--- src/rtl/pico_pkg.sv ---
// ============================================================================
// Module  : pico_pkg
// Brief   : Shared opcode, ALU function, FSM state and width definitions.
// Revision: 1.0 - initial release
// ============================================================================
`default_nettype none

package pico_pkg;

  localparam int INSTR_W = 16;
  localparam int RADDR_W = 3;
  localparam int FUNC_W  = 3;

  // Shared ALU function code set
  typedef enum logic [FUNC_W-1:0] {
    RA   = 3'd0,
    RB   = 3'd1,
    RADD = 3'd2,
    RSUB = 3'd3,
    RAND = 3'd4,
    ROR  = 3'd5,
    RXOR = 3'd6,
    RNOR = 3'd7
  } alu_func_t;

  typedef enum logic [3:0] {
    OP_NOP   = 4'h0,
    OP_ADD   = 4'h1,
    OP_SUB   = 4'h2,
    OP_AND   = 4'h3,
    OP_OR    = 4'h4,
    OP_XOR   = 4'h5,
    OP_NOR   = 4'h6,
    OP_MOV   = 4'h7,
    OP_ADDI  = 4'h8,
    OP_LDI   = 4'h9,
    OP_BEQ   = 4'hA,
    OP_J     = 4'hB,
    OP_ILL_C = 4'hC,
    OP_ILL_D = 4'hD,
    OP_ILL_E = 4'hE,
    OP_HALT  = 4'hF
  } opcode_t;

  typedef enum logic [1:0] {
    CL_SEQ    = 2'd0,
    CL_BRANCH = 2'd1,
    CL_JUMP   = 2'd2,
    CL_HALT   = 2'd3
  } flow_t;

  typedef logic [2:0] state_t;
  localparam state_t S_FETCH  = 3'd0;
  localparam state_t S_DECODE = 3'd1;
  localparam state_t S_EXEC   = 3'd2;
  localparam state_t S_WB     = 3'd3;
  localparam state_t S_HALT   = 3'd4;

endpackage

`default_nettype wire

--- src/rtl/pico_if.sv ---
// ============================================================================
// Module  : pico_if
// Brief   : Instruction-memory and datapath-control bundle of pico_ctrl.
// Revision: 1.0 - initial release
// ============================================================================
`default_nettype none

interface pico_if #(
  parameter int N  = 8,
  parameter int PW = 8
);
  logic          instr_req;
  logic [PW-1:0] pc;
  logic [15:0]   instr;
  logic          instr_valid;
  logic          zf;
  logic [2:0]    alu_func;
  logic          b_sel;
  logic [N-1:0]  imm;
  logic [2:0]    rd_addr;
  logic [2:0]    rs_addr;
  logic          reg_we;
  logic          halted;
  logic          illegal;

  modport master (
    output instr_req, pc, alu_func, b_sel, imm, rd_addr, rs_addr,
           reg_we, halted, illegal,
    input  instr, instr_valid, zf
  );

  modport slave (
    input  instr_req, pc, alu_func, b_sel, imm, rd_addr, rs_addr,
           reg_we, halted, illegal,
    output instr, instr_valid, zf
  );
endinterface

`default_nettype wire

--- src/rtl/pico_decode.sv ---
// ============================================================================
// Module  : pico_decode
// Brief   : Combinational opcode decoder: ALU function, B-mux, write, flow.
// Revision: 1.0 - initial release
// ============================================================================
`default_nettype none

module pico_decode
  import pico_pkg::*;
(
  input  opcode_t    opcode,
  output logic [2:0] alu_func,
  output logic       b_sel,
  output logic       we,
  output flow_t      flow,
  output logic       illegal
);

  always_comb begin
    alu_func = RA;
    b_sel    = 1'b0;
    we       = 1'b0;
    flow     = CL_SEQ;
    illegal  = 1'b0;
    case (opcode)
      OP_ADD:  begin alu_func = RADD; we = 1'b1; end
      OP_SUB:  begin alu_func = RSUB; we = 1'b1; end
      OP_AND:  begin alu_func = RAND; we = 1'b1; end
      OP_OR:   begin alu_func = ROR;  we = 1'b1; end
      OP_XOR:  begin alu_func = RXOR; we = 1'b1; end
      OP_NOR:  begin alu_func = RNOR; we = 1'b1; end
      OP_MOV:  begin alu_func = RB;   we = 1'b1; end
      OP_ADDI: begin alu_func = RADD; we = 1'b1; b_sel = 1'b1; end
      OP_LDI:  begin alu_func = RB;   we = 1'b1; b_sel = 1'b1; end
      OP_BEQ:  begin alu_func = RSUB; flow = CL_BRANCH; end
      OP_J:    flow = CL_JUMP;
      OP_HALT: flow = CL_HALT;
      OP_ILL_C, OP_ILL_D, OP_ILL_E: illegal = 1'b1;
      default: ;
    endcase
  end

endmodule

`default_nettype wire

--- src/rtl/pico_ctrl.sv ---
// ============================================================================
// Module  : pico_ctrl
// Brief   : Multi-cycle FETCH/DECODE/EXEC/WB controller for the pico core.
// Revision: 1.0 - initial release
// ============================================================================
`default_nettype none

module pico_ctrl
  import pico_pkg::*;
#(
  parameter int N  = 8,
  parameter int PW = 8
) (
  input  logic   clk,
  input  logic   nReset,
  pico_if.master bus
);

  state_t        r_state;
  logic [15:0]   r_ir;
  logic [PW-1:0] r_pc;
  logic          r_taken;

  logic [2:0]    w_func;
  logic          w_bsel;
  logic          w_we;
  flow_t         w_flow;
  logic          w_ill;
  logic          w_active;
  logic [PW-1:0] w_off;
  logic [PW-1:0] w_pc_next;

  pico_decode u_decode (
    .opcode   (opcode_t'(r_ir[15:12])),
    .alu_func (w_func),
    .b_sel    (w_bsel),
    .we       (w_we),
    .flow     (w_flow),
    .illegal  (w_ill)
  );

  assign w_active = (r_state == S_DECODE) || (r_state == S_EXEC) || (r_state == S_WB);
  assign w_off    = PW'($signed(r_ir[5:0]));

  always_comb begin
    w_pc_next = r_pc + PW'(1);
    if (w_flow == CL_JUMP)
      w_pc_next = PW'(r_ir[7:0]);
    else if (w_flow == CL_BRANCH && r_taken)
      w_pc_next = r_pc + PW'(1) + w_off;
  end

  always_ff @(posedge clk or negedge nReset) begin
    if (!nReset) begin
      r_state <= S_FETCH;
      r_ir    <= '0;
      r_pc    <= '0;
      r_taken <= 1'b0;
    end else begin
      case (r_state)
        S_FETCH: begin
          if (bus.instr_valid) begin
            r_ir    <= bus.instr;
            r_state <= S_DECODE;
          end
        end
        S_DECODE: r_state <= S_EXEC;
        S_EXEC: begin
          r_taken <= (w_flow == CL_BRANCH) && bus.zf;
          r_state <= (w_flow == CL_HALT) ? S_HALT : S_WB;
        end
        S_WB: begin
          r_pc    <= w_pc_next;
          r_state <= S_FETCH;
        end
        S_HALT:  r_state <= S_HALT;
        default: r_state <= S_FETCH;
      endcase
    end
  end

  // Outputs derive from registered state/IR so reset clears them immediately
  assign bus.instr_req = (r_state == S_FETCH);
  assign bus.pc        = r_pc;
  assign bus.alu_func  = w_active ? w_func : RA;
  assign bus.b_sel     = w_active & w_bsel;
  assign bus.imm       = N'(r_ir[7:0]);
  assign bus.rd_addr   = r_ir[11:9];
  assign bus.rs_addr   = r_ir[8:6];
  assign bus.reg_we    = (r_state == S_WB) & w_we;
  assign bus.halted    = (r_state == S_HALT);
  assign bus.illegal   = (r_state == S_EXEC) & w_ill;

endmodule

`default_nettype wire
--- src/flat_wrapper.sv ---
// flat-port wrapper written by rule: the top's interface ports become plain ports
module pico_ctrl_flat import pico_pkg::*;
#(
  parameter int N  = 8,
  parameter int PW = 8
)
  (clk, nReset, bus_instr_req, bus_pc, bus_alu_func, bus_b_sel, bus_imm, bus_rd_addr, bus_rs_addr, bus_reg_we, bus_halted, bus_illegal, bus_instr, bus_instr_valid, bus_zf);
  pico_if #(.N(N), .PW(PW)) bus_i ();
  input  logic clk;
  input  logic nReset;
  output wire logic [$bits(bus_i.instr_req)-1:0] bus_instr_req;
  output wire logic [$bits(bus_i.pc)-1:0] bus_pc;
  output wire logic [$bits(bus_i.alu_func)-1:0] bus_alu_func;
  output wire logic [$bits(bus_i.b_sel)-1:0] bus_b_sel;
  output wire logic [$bits(bus_i.imm)-1:0] bus_imm;
  output wire logic [$bits(bus_i.rd_addr)-1:0] bus_rd_addr;
  output wire logic [$bits(bus_i.rs_addr)-1:0] bus_rs_addr;
  output wire logic [$bits(bus_i.reg_we)-1:0] bus_reg_we;
  output wire logic [$bits(bus_i.halted)-1:0] bus_halted;
  output wire logic [$bits(bus_i.illegal)-1:0] bus_illegal;
  input wire logic [$bits(bus_i.instr)-1:0] bus_instr;
  input wire logic [$bits(bus_i.instr_valid)-1:0] bus_instr_valid;
  input wire logic [$bits(bus_i.zf)-1:0] bus_zf;
  assign bus_instr_req = bus_i.instr_req;
  assign bus_pc = bus_i.pc;
  assign bus_alu_func = bus_i.alu_func;
  assign bus_b_sel = bus_i.b_sel;
  assign bus_imm = bus_i.imm;
  assign bus_rd_addr = bus_i.rd_addr;
  assign bus_rs_addr = bus_i.rs_addr;
  assign bus_reg_we = bus_i.reg_we;
  assign bus_halted = bus_i.halted;
  assign bus_illegal = bus_i.illegal;
  assign bus_i.instr = bus_instr;
  assign bus_i.instr_valid = bus_instr_valid;
  assign bus_i.zf = bus_zf;
  pico_ctrl #(.N(N), .PW(PW)) u_core (.clk(clk), .nReset(nReset), .bus(bus_i));
endmodule
--- config.mk ---
export PLATFORM = sky130hd
export DESIGN_NAME = pico_ctrl_flat
export DESIGN_NICKNAME = d
export VERILOG_FILES = /design/src/rtl/pico_pkg.sv /design/src/rtl/pico_if.sv /design/src/rtl/pico_decode.sv /design/src/rtl/pico_ctrl.sv /design/src/flat_wrapper.sv
export SDC_FILE = /design/constraint.sdc
export NUM_CORES = 1
export LEC_CHECK = 0
export BUFFER_PORTS_ARGS = -buffer_cell sky130_fd_sc_hd__buf_4
export CORE_UTILIZATION = 50
export DETAILED_ROUTE_END_ITERATION = 10
export PLACE_DENSITY = 0.84
export SLEW_MARGIN = 30
export SYNTH_ARGS = -nofsm -noshare
export SYNTH_HDL_FRONTEND = slang
export SYNTH_SLANG_ARGS = --single-unit
--- constraint.sdc ---
create_clock -name clk -period 4.4 [get_ports clk]
set_input_delay 0.44 -clock clk [delete_from_list [all_inputs] [get_ports clk]]
set_output_delay 0.44 -clock clk [all_outputs]
set_load 0.01 [all_outputs]
==> impl_metrics.toml <==
[status]
status = "finished clean"

[power_and_ir_drop]
leakage_nw = 1.04
powerDensity_nw_per_um2 = 796
ir_worst_vdd_mv = 0.378

[place]
place.gp.congestion = 0.898
placed_cell_area_um2 = 2210
port_buffers = 49
place.detailed.hpwl_um = 2710

[final_layout]
final_cell_mix = "49 x buf_4, 28 x dfrtp_1, 22 x nand2_1, 14 x mux2_2, 12 x nor2_1"
final_common_cell = "buf_4"
multi_input_area_um2 = 1080
design_area_um2 = 2270
synthToLayoutAreaGrowth_pct = 16.2
layout.nets = 261
fill_cells = 336
n_antenna_cell = 0
final_layout_size_suffix_gt1_frac = 0.354
register_area_um2 = 701
fin_util = 0.614

[sta]
final_hold_viol_count = 0
tightest_slew_ns = 0.798
finalCritPeriodShare = 0.535
min_period_ns = 2.35
setup-violations-final = 0
rsz0062_at_grt = "false"
slew_headroom = 0.468
slew_viol_final = 0
fin_setup_tns_ns = 0
timing.fmax_ghz = 0.425
clock-skew-final_ns = 0.00342

[synthesis]
synth_seq_cells = 28
synth_top_area_cell = "dfrtp_1"
async_reset_ff_frac = 1.00
synth_area_um2 = 1950
synth_fp_nets = 231
yosys_warnings = 0
yosysSeqAreaShare = 0.359
ys_types = 48
syn_inst = 200
synthTopCellsByArea = "dfrtp_1 36%, mux2_2 8.1%, buf_4 6.5%"
syn_area_per_cell_um2 = 9.75
yosys.area.top_type_share = 0.359
ys.flop_type = "dfrtp_1"
synth_edf_count = 0

[global_route]
grt_max_degree = 29
grt_usage = 0.198
grt_pass1_wl_um = 6310
overflow = 0
antenna_found_initial = 0
grt_pass1_vias = 1372

[die]
fp.dieW_um = 64.4
die_h_um = 64.4
start_util = 0.528
die_area_um2 = 4150
ios = 50
core_um2 = 3690
rows = 22

[clock_network]
clock-root-buffer = "clkbuf_8"
cts_setup_buffers = 0
clockBufferDepth = 2
worstSkewPairLatency_ns = 0.28
cts_resized = 0
cts_made_buffers = 3
cts-hold-fix-buffers = 0
cts_tree = "done"
clk_pin_slew_ns = 0.09
cts.sinks = 28
h-tree-depth = 1

[run]
cap_violations = 0

[critical_path]
cp_max_fo = 7
slowest_stage = "dfrtp_1"
path_common_cell = "ha_1"
crit_buf_inv = 0
path_class = "register to register"
cp_cell_sequence = "ha_1, and3_4, xor2_2, ha_1, a21oi_1, o21ai_0, o21a_1, nor3_2, xnor2_1, o21ai_1"
critPathRequiredTime_ns = 4.57
endpoint_kind = "register"
cp_top_family = "adder cells"
critical_path.startpoint_type = "register"
cp.arrival_ns = 2.52
critPathMaxStageDelay_ns = 0.47

[min_path]
hold_path_class = "primary input to asynchronous set/reset pin"

[routing]
drt_iter0_drc = 47
wirelength_um = 3650
postRouteAntennaNets = 0
num_vias = 1463
drc = 0
wl_per_cell_um = 13.2
viasPerCell = 5.28
dr.pass1.iters = 4
==> worst register-to-register path: cells and delay by family (launching register included) <==
| family | cells | cell delay, ns |
|---|---|---|
| flops | 1 | 0.47 |
| compound gates | 4 | 0.57 |
| simple gates | 2 | 0.33 |
| fa+ha+maj | 2 | 0.59 |
| xor+xnor | 2 | 0.28 |
==> layer usage <==
layer,GRT usage,vias to the layer above,wire (um),share of wire
li1,-,744,-,-
met2,0.336,35,1690,0.46
met5,0,-,0,0
met3,0.0282,5,140,0.038
met4,0.0750,0,55,0.015
met1,0.256,679,1760,0.48
==> logic make-up (layout without fill, tap and decap cells) <==
kind of cell / Yosys count / count (layout) / synth area share
buffers and inverters: 25 / 54 / 0.0873
adder cells (fa/ha/maj): 11 / 11 / 0.0745
flip-flops: 28 / 28 / 0.359
XOR/XNOR: 13 / 13 / 0.0623
AND/OR/NAND/NOR: 69 / 69 / 0.193
multiplexers: 17 / 17 / 0.0976
AO/OA/AOI/OAI: 37 / 37 / 0.126
==> registers in the layout, indices dropped and copies added (netlist names) <==
name	cells
u_core.bus.pc	8
u_core.r_ir	16
u_core.r_state	3
u_core.r_taken	1
==> metrics by stage <==
stage                     total power [mW]  hold WS [ns]  cells  setup slack [ns]
final                                 1.80        0.0652    277              2.05
after global routing                  1.98        0.0844    277              1.85
after CTS                             1.81        0.0767    277              2.05
after detailed placement              1.65         0.380    273              2.07
after global placement                1.62         0.380    273              2.14
after floorplan                       1.41         0.144    200              2.19
==> cells in the mapped netlist, types with 2 or more instances <==
master,count
a21o_1,2
a21oi_1,7
a31oi_1,2
and3_1,2
buf_2,4
buf_4,17
clkbuf_1,2
dfrtp_1,28
ha_1,10
mux2_1,2
mux2_2,14
nand2_1,22
nand2b_1,3
nand3_1,7
nand3_2,3
nand3b_1,3
nor2_1,12
nor2b_4,2
nor3_1,5
nor3_2,2
o211ai_1,3
o21a_1,3
o21ai_0,5
o21ai_1,6
xnor2_1,8
xor2_1,4
==> where the power goes <==
| part | internal [mW] | switching (mW) |
|---|---|---|
| clock | 0.0803 | 0.0794 |
| sequential | 0.376 | 0.189 |
| combinational | 0.560 | 0.517 |
| total | 1.02 | 0.786 |
==> path summary, 6_finish.rpt <==
| check | slack [ns] | cells past startpoint | to | start |
|---|---|---|---|---|
| max in group asynchronous | 4.08 | 1 | u_core.r_ir[7] | nReset |
| max reg2reg | 2.05 | 10 | u_core.bus.pc[7] | u_core.bus.pc[0] |
| min in group clk | 0.37 | 2 | u_core.r_ir[2] | bus_instr[2] |
| max | 2.05 | 10 | u_core.bus.pc[7] | u_core.bus.pc[0] |
| min reg2reg | 0.50 | 1 | u_core.r_ir[10] | u_core.r_ir[10] |
| min | 0.07 | 1 | u_core.bus.pc[3] | nReset |
==> final cells by class <==
type,instances,area share
tap,48,0.0265
clock buffer,4,0.0243
sequential,28,0.309
inverter,1,0.00166
multi-input combinational,147,0.476
timing repair buffer,49,0.162
No activity file was read; power rests on OpenSTA's default activity.
